`src/rtl/arm_imm_pkg.sv`:
```
// Shared types and helpers for the rotated-immediate encoder.
// The FSM enum gains SEARCH_INV only when IMM_ENCODER_INV_EN is defined.
package arm_imm_pkg;

  localparam int unsigned IMM8_W = 8;
  localparam int unsigned ROT_W  = 4;

  typedef enum logic [1:0] {
    S_IDLE       = 2'd0,
    S_SEARCH     = 2'd1,
    S_FINISH     = 2'd2
`ifdef IMM_ENCODER_INV_EN
    , S_SEARCH_INV = 2'd3
`endif
  } enc_state_e;

  // Upper half of the doubled word shifted left is the 32-bit rotate-left.
  function automatic logic [31:0] rotl(input logic [31:0] x, input logic [4:0] sh);
    logic [63:0] d;
    d = {x, x} << sh;
    return d[63:32];
  endfunction

endpackage

```
`src/rtl/imm_rotl.sv`:
```
// 32-bit rotate-left by an even amount (2 * half_amt).
module imm_rotl #(
  parameter int unsigned ROT_W = 4
) (
  input  logic [31:0]      data,
  input  logic [ROT_W-1:0] half_amt,
  output logic [31:0]      result
);
  import arm_imm_pkg::*;

  assign result = rotl(data, 5'({half_amt, 1'b0}));

endmodule

```
`src/rtl/imm_encoder.sv`:
```
// Sequential search for an 8-bit immediate + even rotate that reproduces a 32-bit value.
// Optional IMM_ENCODER_INV_EN adds a second search on ~value (MVN substitution).
module imm_encoder #(
  parameter int unsigned ROT_W = 4
) (
  input  logic             clk,
  input  logic             rst,
  input  logic             start,
  input  logic [31:0]      value,
  output logic             busy,
  output logic             done,
  output logic             valid,
  output logic [7:0]       imm8,
  output logic [ROT_W-1:0] rot,
  output logic [11:0]      shift_operand,
  output logic             inv
);
  import arm_imm_pkg::*;

  enc_state_e       state, state_nx;
  logic [ROT_W-1:0] cnt;
  logic [31:0]      captured, operand, cand;
  logic             hit, last;

`ifdef IMM_ENCODER_INV_EN
  assign operand = (state == S_SEARCH_INV) ? ~captured : captured;
`else
  assign operand = captured;
  assign inv     = 1'b0;
`endif

  imm_rotl #(.ROT_W(ROT_W)) u_rotl (
    .data     (operand),
    .half_amt (cnt),
    .result   (cand)
  );

  assign hit           = (cand[31:IMM8_W] == '0);
  assign last          = (cnt == '1);
  assign shift_operand = 12'({rot, imm8});

  always_ff @(posedge clk or posedge rst) begin
    if (rst) state <= S_IDLE;
    else     state <= state_nx;
  end

  always_comb begin
    state_nx = state;
    busy     = 1'b0;
    done     = 1'b0;
    case (state)
      S_IDLE:   if (start) state_nx = S_SEARCH;
      S_SEARCH: begin
        busy = 1'b1;
        if (hit) state_nx = S_FINISH;
        else if (last) begin
`ifdef IMM_ENCODER_INV_EN
          state_nx = S_SEARCH_INV;
`else
          state_nx = S_FINISH;
`endif
        end
      end
`ifdef IMM_ENCODER_INV_EN
      S_SEARCH_INV: begin
        busy = 1'b1;
        if (hit || last) state_nx = S_FINISH;
      end
`endif
      S_FINISH: begin
        done     = 1'b1;
        state_nx = S_IDLE;
      end
      default:  state_nx = S_IDLE;
    endcase
  end

  always_ff @(posedge clk or posedge rst) begin
    if (rst) begin
      cnt      <= '0;
      captured <= '0;
      valid    <= 1'b0;
      imm8     <= '0;
      rot      <= '0;
`ifdef IMM_ENCODER_INV_EN
      inv      <= 1'b0;
`endif
    end else begin
      case (state)
        S_IDLE: if (start) begin
          cnt      <= '0;
          captured <= value;
        end
        S_SEARCH: begin
          if (hit) begin
            imm8  <= cand[7:0];
            rot   <= cnt;
            valid <= 1'b1;
`ifdef IMM_ENCODER_INV_EN
            inv   <= 1'b0;
`endif
          end else if (last) begin
`ifdef IMM_ENCODER_INV_EN
            cnt   <= '0;
`else
            valid <= 1'b0;
            imm8  <= '0;
            rot   <= '0;
`endif
          end else begin
            cnt <= cnt + 1'b1;
          end
        end
`ifdef IMM_ENCODER_INV_EN
        S_SEARCH_INV: begin
          if (hit) begin
            imm8  <= cand[7:0];
            rot   <= cnt;
            valid <= 1'b1;
            inv   <= 1'b1;
          end else if (last) begin
            valid <= 1'b0;
            imm8  <= '0;
            rot   <= '0;
            inv   <= 1'b0;
          end else begin
            cnt <= cnt + 1'b1;
          end
        end
`endif
        default: ;
      endcase
    end
  end

endmodule

```
`config.mk`:
```
export PLATFORM = sky130hd
export DESIGN_NAME = imm_encoder
export DESIGN_NICKNAME = d
export VERILOG_FILES = /design/src/rtl/arm_imm_pkg.sv /design/src/rtl/imm_rotl.sv /design/src/rtl/imm_encoder.sv
export SDC_FILE = /design/constraint.sdc
export NUM_CORES = 1
export LEC_CHECK = 0
export CAP_MARGIN = 20
export CORE_MARGIN = 1
export CORE_UTILIZATION = 49
export CTS_CLUSTER_SIZE = 20
export DETAILED_ROUTE_END_ITERATION = 10
export PLACE_DENSITY = 0.77
export SYNTH_ARGS = -nofsm -noshare
export SYNTH_HDL_FRONTEND = slang
export SYNTH_SLANG_ARGS = --single-unit
```
`constraint.sdc`:
```
create_clock -name clk -period 3.1 [get_ports clk]
set_clock_uncertainty 0.15 [all_clocks]
set_input_delay 0.31 -clock clk [delete_from_list [all_inputs] [get_ports clk]]
set_output_delay 0.31 -clock clk [all_outputs]
set_load 0.005 [all_outputs]
```
* Word level (Yosys, flattened, before mapping)
Cells that the tools add are included.
** Word-level totals
- Word-level logic and storage cells :: 39
- Output and inout port bits :: 28
- Bits of input ports :: 35
- Flip-flop bits (word level) :: 51
** Operators by class
- Eq/ne operators :: 7
- Reductions and logical operators :: 8
- Multiplexer cells :: 16
- Shifts and indexed selects :: 1
- Add/sub/neg operators :: 1
** Operators with widths (number)
- $shl A64 B5 Y64 :: 1
- $logic_not A24 Y1 :: 1
- $mux W4 :: 5
- $mux W8 :: 2
- $pmux W4 S2 :: 1
- $mux W2 :: 3
- $ne A2 B2 Y1 const B :: 3
- $reduce_and A2 Y1 :: 3
- $add A4 B1 Y4 const B :: 1
- $eq A4 B4 Y1 const B :: 1
- $mux W1 :: 4
- $pmux W2 S2 :: 1
- $reduce_and A4 Y1 :: 1
- $reduce_bool A2 Y1 :: 2
- $ne A3 B3 Y1 const B :: 1
- $eq A2 B1 Y1 const B :: 1
- $eq A2 B2 Y1 const B :: 1
- $logic_not A2 Y1 :: 1

* Longest topological paths before layout
- Depth in word-level cells :: 4
- Gate-level depth with buffers :: 12
- Mapped depth without buffers :: 7

* Hierarchy
Synthesis repeated with hierarchy kept, for this count alone.
** Unflattened totals
- Cells, all modules :: 327
- Area, all modules :: 3940.0 µm²
** Modules (own cells, without submodules)
- imm_encoder :: instances 1, area each 2339.7 µm², cells each 247
- imm_rotl :: instances 1, area each 1600.3 µm², cells each 80

* Worst setup path after synthesis
Ideal clock, no wire load.
- Path kind :: reg2reg
- Start point :: reg cnt[1]
- End point :: reg rot[0]
- Setup slack :: 0.105 ns
- Stages on the path, launching flop included :: 11
- Data arrival time :: 2.706 ns
- Cells stage by stage :: dfrtp_1 buf_6 buf_4 buf_2 clkbuf_1 mux2i_1 nand4b_1 a222oi_1 nand3_4 buf_6 mux2i_1
** Between the ends
- Cells in the longest elaborated chain, start to end :: 4
** RTL lines
- start: declaration :: line imm_encoder.sv:21 : logic [ROT_W-1:0] cnt;
- start signal: assignment :: line imm_encoder.sv:111 : cnt <= cnt + 1'b1;
- $shl A64 B5 Y64 :: line arm_imm_pkg.sv:20 : d = {x, x} << sh;
- $logic_not A24 Y1 :: line imm_encoder.sv:38 : assign hit = (cand[31:IMM8_W] == '0);
- $reduce_bool A2 Y1 (no line)
- $reduce_and A2 Y1 (no line)
- end signal: assignment :: line imm_encoder.sv:97 : rot <= cnt;
- end: declaration :: line imm_encoder.sv:14 : output logic [ROT_W-1:0] rot,
Parallel ways exist; a longest one is shown, timed or not.
A chain may end at the register's enable or synchronous reset.

* Worst setup path after layout
- Start point :: reg cnt[0]
- End point :: reg cnt[1]
** Between the ends
- Cells in the longest elaborated chain, start to end :: 4
** RTL lines (line)
- $shl A64 B5 Y64 / $add A4 B1 Y4 (equally long branches) :: arm_imm_pkg.sv:20, imm_encoder.sv:111
- $logic_not A24 Y1 / $mux W4 (equally long branches) :: imm_encoder.sv:38, imm_encoder.sv:102
- $ne A2 B2 Y1 (no line) / $mux W4 (equally long branches)
- $reduce_and A4 Y1 (no line) / $pmux W4 S2 (equally long branches)
Parallel ways exist; a longest one is shown, timed or not. The select of a mux whose other input is x is not followed.

==> flow_metrics.env <==
export IMPL_status="completed"
export IMPL_postSynth_asyncResetShare_pct=100
export IMPL_synthDistinctLibCells=55
export IMPL_fin_nets=537
export IMPL_antenna_cells=0
export IMPL_hold_buffers=0
export IMPL_synth_area_leaders="dfrtp_1, nand2_1, mux4_2"
export IMPL_wirelength_mm=11.2
export IMPL_startpoint_type="flip-flop"
export IMPL_cp_required_ns=3.15
export IMPL_overflow=0
export IMPL_rsz0062_at_grt="no"
export IMPL_antenna_found_initial=0
export IMPL_core_um2=7370
export IMPL_grt_pass1_wl_mm=18.3
export IMPL_tns_ns=0
export IMPL_max_freq_ghz=0.333
export IMPL_final_cell_mix="nand2_1, clkdlybuf4s50_1, dfrtp_1"
export IMPL_synth_top_family_by_area="simple AND/OR/NAND/NOR gates"
export IMPL_r2r_slack_ns=0.10
export IMPL_hold_class="in2async"
export IMPL_place_ws_ns=0.0751
export IMPL_cts_buffer_depth=2
export IMPL_drtPass1Iterations=7
export IMPL_syn_nets=492
export IMPL_fin_crit_sh_pct=96.7
export IMPL_timing_rr_start="cnt[0]"
export IMPL_wl_per_cell_um=18.6
export IMPL_cp_arrival_ns=3.05
export IMPL_htreeDepth=2
export IMPL_insertion_delay_ns=0.32
export IMPL_netlist_area_um2=3800
export IMPL_synth_seq_cells=51
export IMPL_worstMarginPinSlew_ns=0.583
export IMPL_rr_endpoint="cnt[1]"
export IMPL_initial_utilization_pct=51.6
export IMPL_drv_slew=0
export IMPL_grt_usage_pct=28.6
export IMPL_reg2regPathDepth=8
export IMPL_port_buffers=61
export IMPL_synth_mux_area_share_pct=19.7
export IMPL_p_leak_nw=2.12
export IMPL_cts_root_buffer="clkbuf_8"
export IMPL_max_cap_viol_count=0
export IMPL_hold_viol=0
export IMPL_synth_ff_type="dfrtp_1"
export IMPL_synth_compound_area_share_pct=11.7
export IMPL_drc=0
export IMPL_avgSynthCellArea_um2=8.34
export IMPL_ios=63
export IMPL_cts_sinks=51
export IMPL_synthAdderAreaFrac_pct=0.329
export IMPL_drtIter0Drc=270
export IMPL_power_density_nw_per_um2=1070
export IMPL_critical_path_max_fanout=9
export IMPL_die_h_um=90.1
export IMPL_setup_viol_count_final=0
export IMPL_globalplace_congestion=1.01
export IMPL_vias_per_cell=6.06
export IMPL_vias=3645
export IMPL_clk_pin_slew_ns=0.11
export IMPL_setup_ws_ns=0.101
export IMPL_syn_inst=456
export IMPL_yosys_area_share_simple_pct=26.1
export IMPL_synth_xor_area_share_pct=0.230
export IMPL_syn_to_final_growth_pct=21.5
export IMPL_die_area_um2=8110
export IMPL_ys_warn_count=0
export IMPL_relSlewSlack_pct=61.0
export IMPL_finalCriticalPeriod_ns=3.00
export IMPL_drive_gt1_share_pct=12.9
export IMPL_cts_tree="done"
export IMPL_numCtsBuffers=5
export IMPL_layout_commonest_cell="nand2_1"
export IMPL_num_rows=31
export IMPL_path_class="reg2reg"
export IMPL_synth_edf_count=0
export IMPL_grt_pass1_vias=3500
export IMPL_cp_end_kind="flip-flop"
export IMPL_crit_path_start="cnt[0]"
export IMPL_synth_area_leader_cell="dfrtp_1"
export IMPL_dp_hpwl_mm=8.24
export IMPL_netlist_area_leader_share_pct=33.6
export IMPL_grt_max_degree=52
export IMPL_vdd_drop_max_mv=0.474
export IMPL_antenna_left=0
export IMPL_die_w_um=90.1
export IMPL_ys_seq_area_share_pct=33.6
-- worst max-delay path: stages, from the launching register on --
cell and delay (ns):
dfrtp_1 0.49, buf_4 0.20, inv_1 0.27, a2111oi_0 0.11, a2111oi_1 0.61, and3_1 0.24
a41o_1 0.26, a21o_1 0.23, mux2i_1 0.31
-- worst max path at each step --
stage	end
floorplan	rot[0]
global placement	cnt[2]
detailed placement	cnt[1]
CTS	cnt[2]
global route	rot[3]
finish	cnt[1]
-- cell families after synthesis --
kind of cell | after synthesis
AND/OR/NAND/NOR | 229
AO/OA/AOI/OAI | 61
buffers and inverters | 59
multiplexers | 53
flip-flops | 51
adder cells (fa/ha/maj) | 1
other | 1
XOR/XNOR | 1
-- cells in the mapped netlist (all sizes together) (4+ instances only) --
| cell | count |
|---|---|
| a211oi | 10 |
| a21oi | 8 |
| buf | 27 |
| clkbuf | 26 |
| dfrtp | 51 |
| inv | 6 |
| mux2 | 4 |
| mux2i | 32 |
| mux4 | 17 |
| nand2 | 147 |
| nand2b | 4 |
| nand3 | 8 |
| nor2 | 26 |
| nor3 | 19 |
| nor4 | 6 |
| o21ai | 13 |
-- through the flow --
step	cells	hold slack (ns)	total power [W]	utilization, %	cell area (um2)
floorplan	456	0.265	0.00340	-	3800
global placement	590	0.319	0.00444	60.8	4480
detailed placement	590	0.324	0.00444	60.8	4480
CTS	598	0.348	0.00483	62.0	4570
global route	601	0.122	0.00529	62.7	4620
finish	601	0.106	0.00495	62.7	4620
-- routing by layer --
metal  routed length [um]  global-route usage, %  up-vias
met5                    0                      0        -
met4                  325                   10.5        0
met2                 5240                   45.5      234
met3                 1060                   6.94       29
met1                 4530                   37.7     1704
li1                     -                      -     1678
-- flip-flops by register name (all words and copies together) (netlist names) --
name      flops
captured     32
imm8          8
cnt           4
rot           4
state         2
valid         1
-- layout make-up --
| class | instances | area [um2] |
|---|---|---|
| inverter | 6 | 22.5 |
| multi-input combinational | 346 | 2220 |
| sequential | 51 | 1280 |
| tap | 99 | 124 |
| timing repair buffer | 91 | 886 |
| fill | 674 | 2750 |
| clock inverter | 3 | 15.0 |
| clock buffer | 5 | 68.8 |
-- repair_timing --
item                       CTS  global route
setup buffers                0             2
setup endpoints to repair    0            16
gates resized for setup      0             3
-- report_power, final --
group          internal (W)  switching, W  leakage (nW)
clock network      0.000156      0.000237        0.0477
logic               0.00148       0.00163          1.43
registers          0.000911      0.000539         0.645
total               0.00255       0.00241          2.12
No activity file was read; power rests on OpenSTA's default activity.
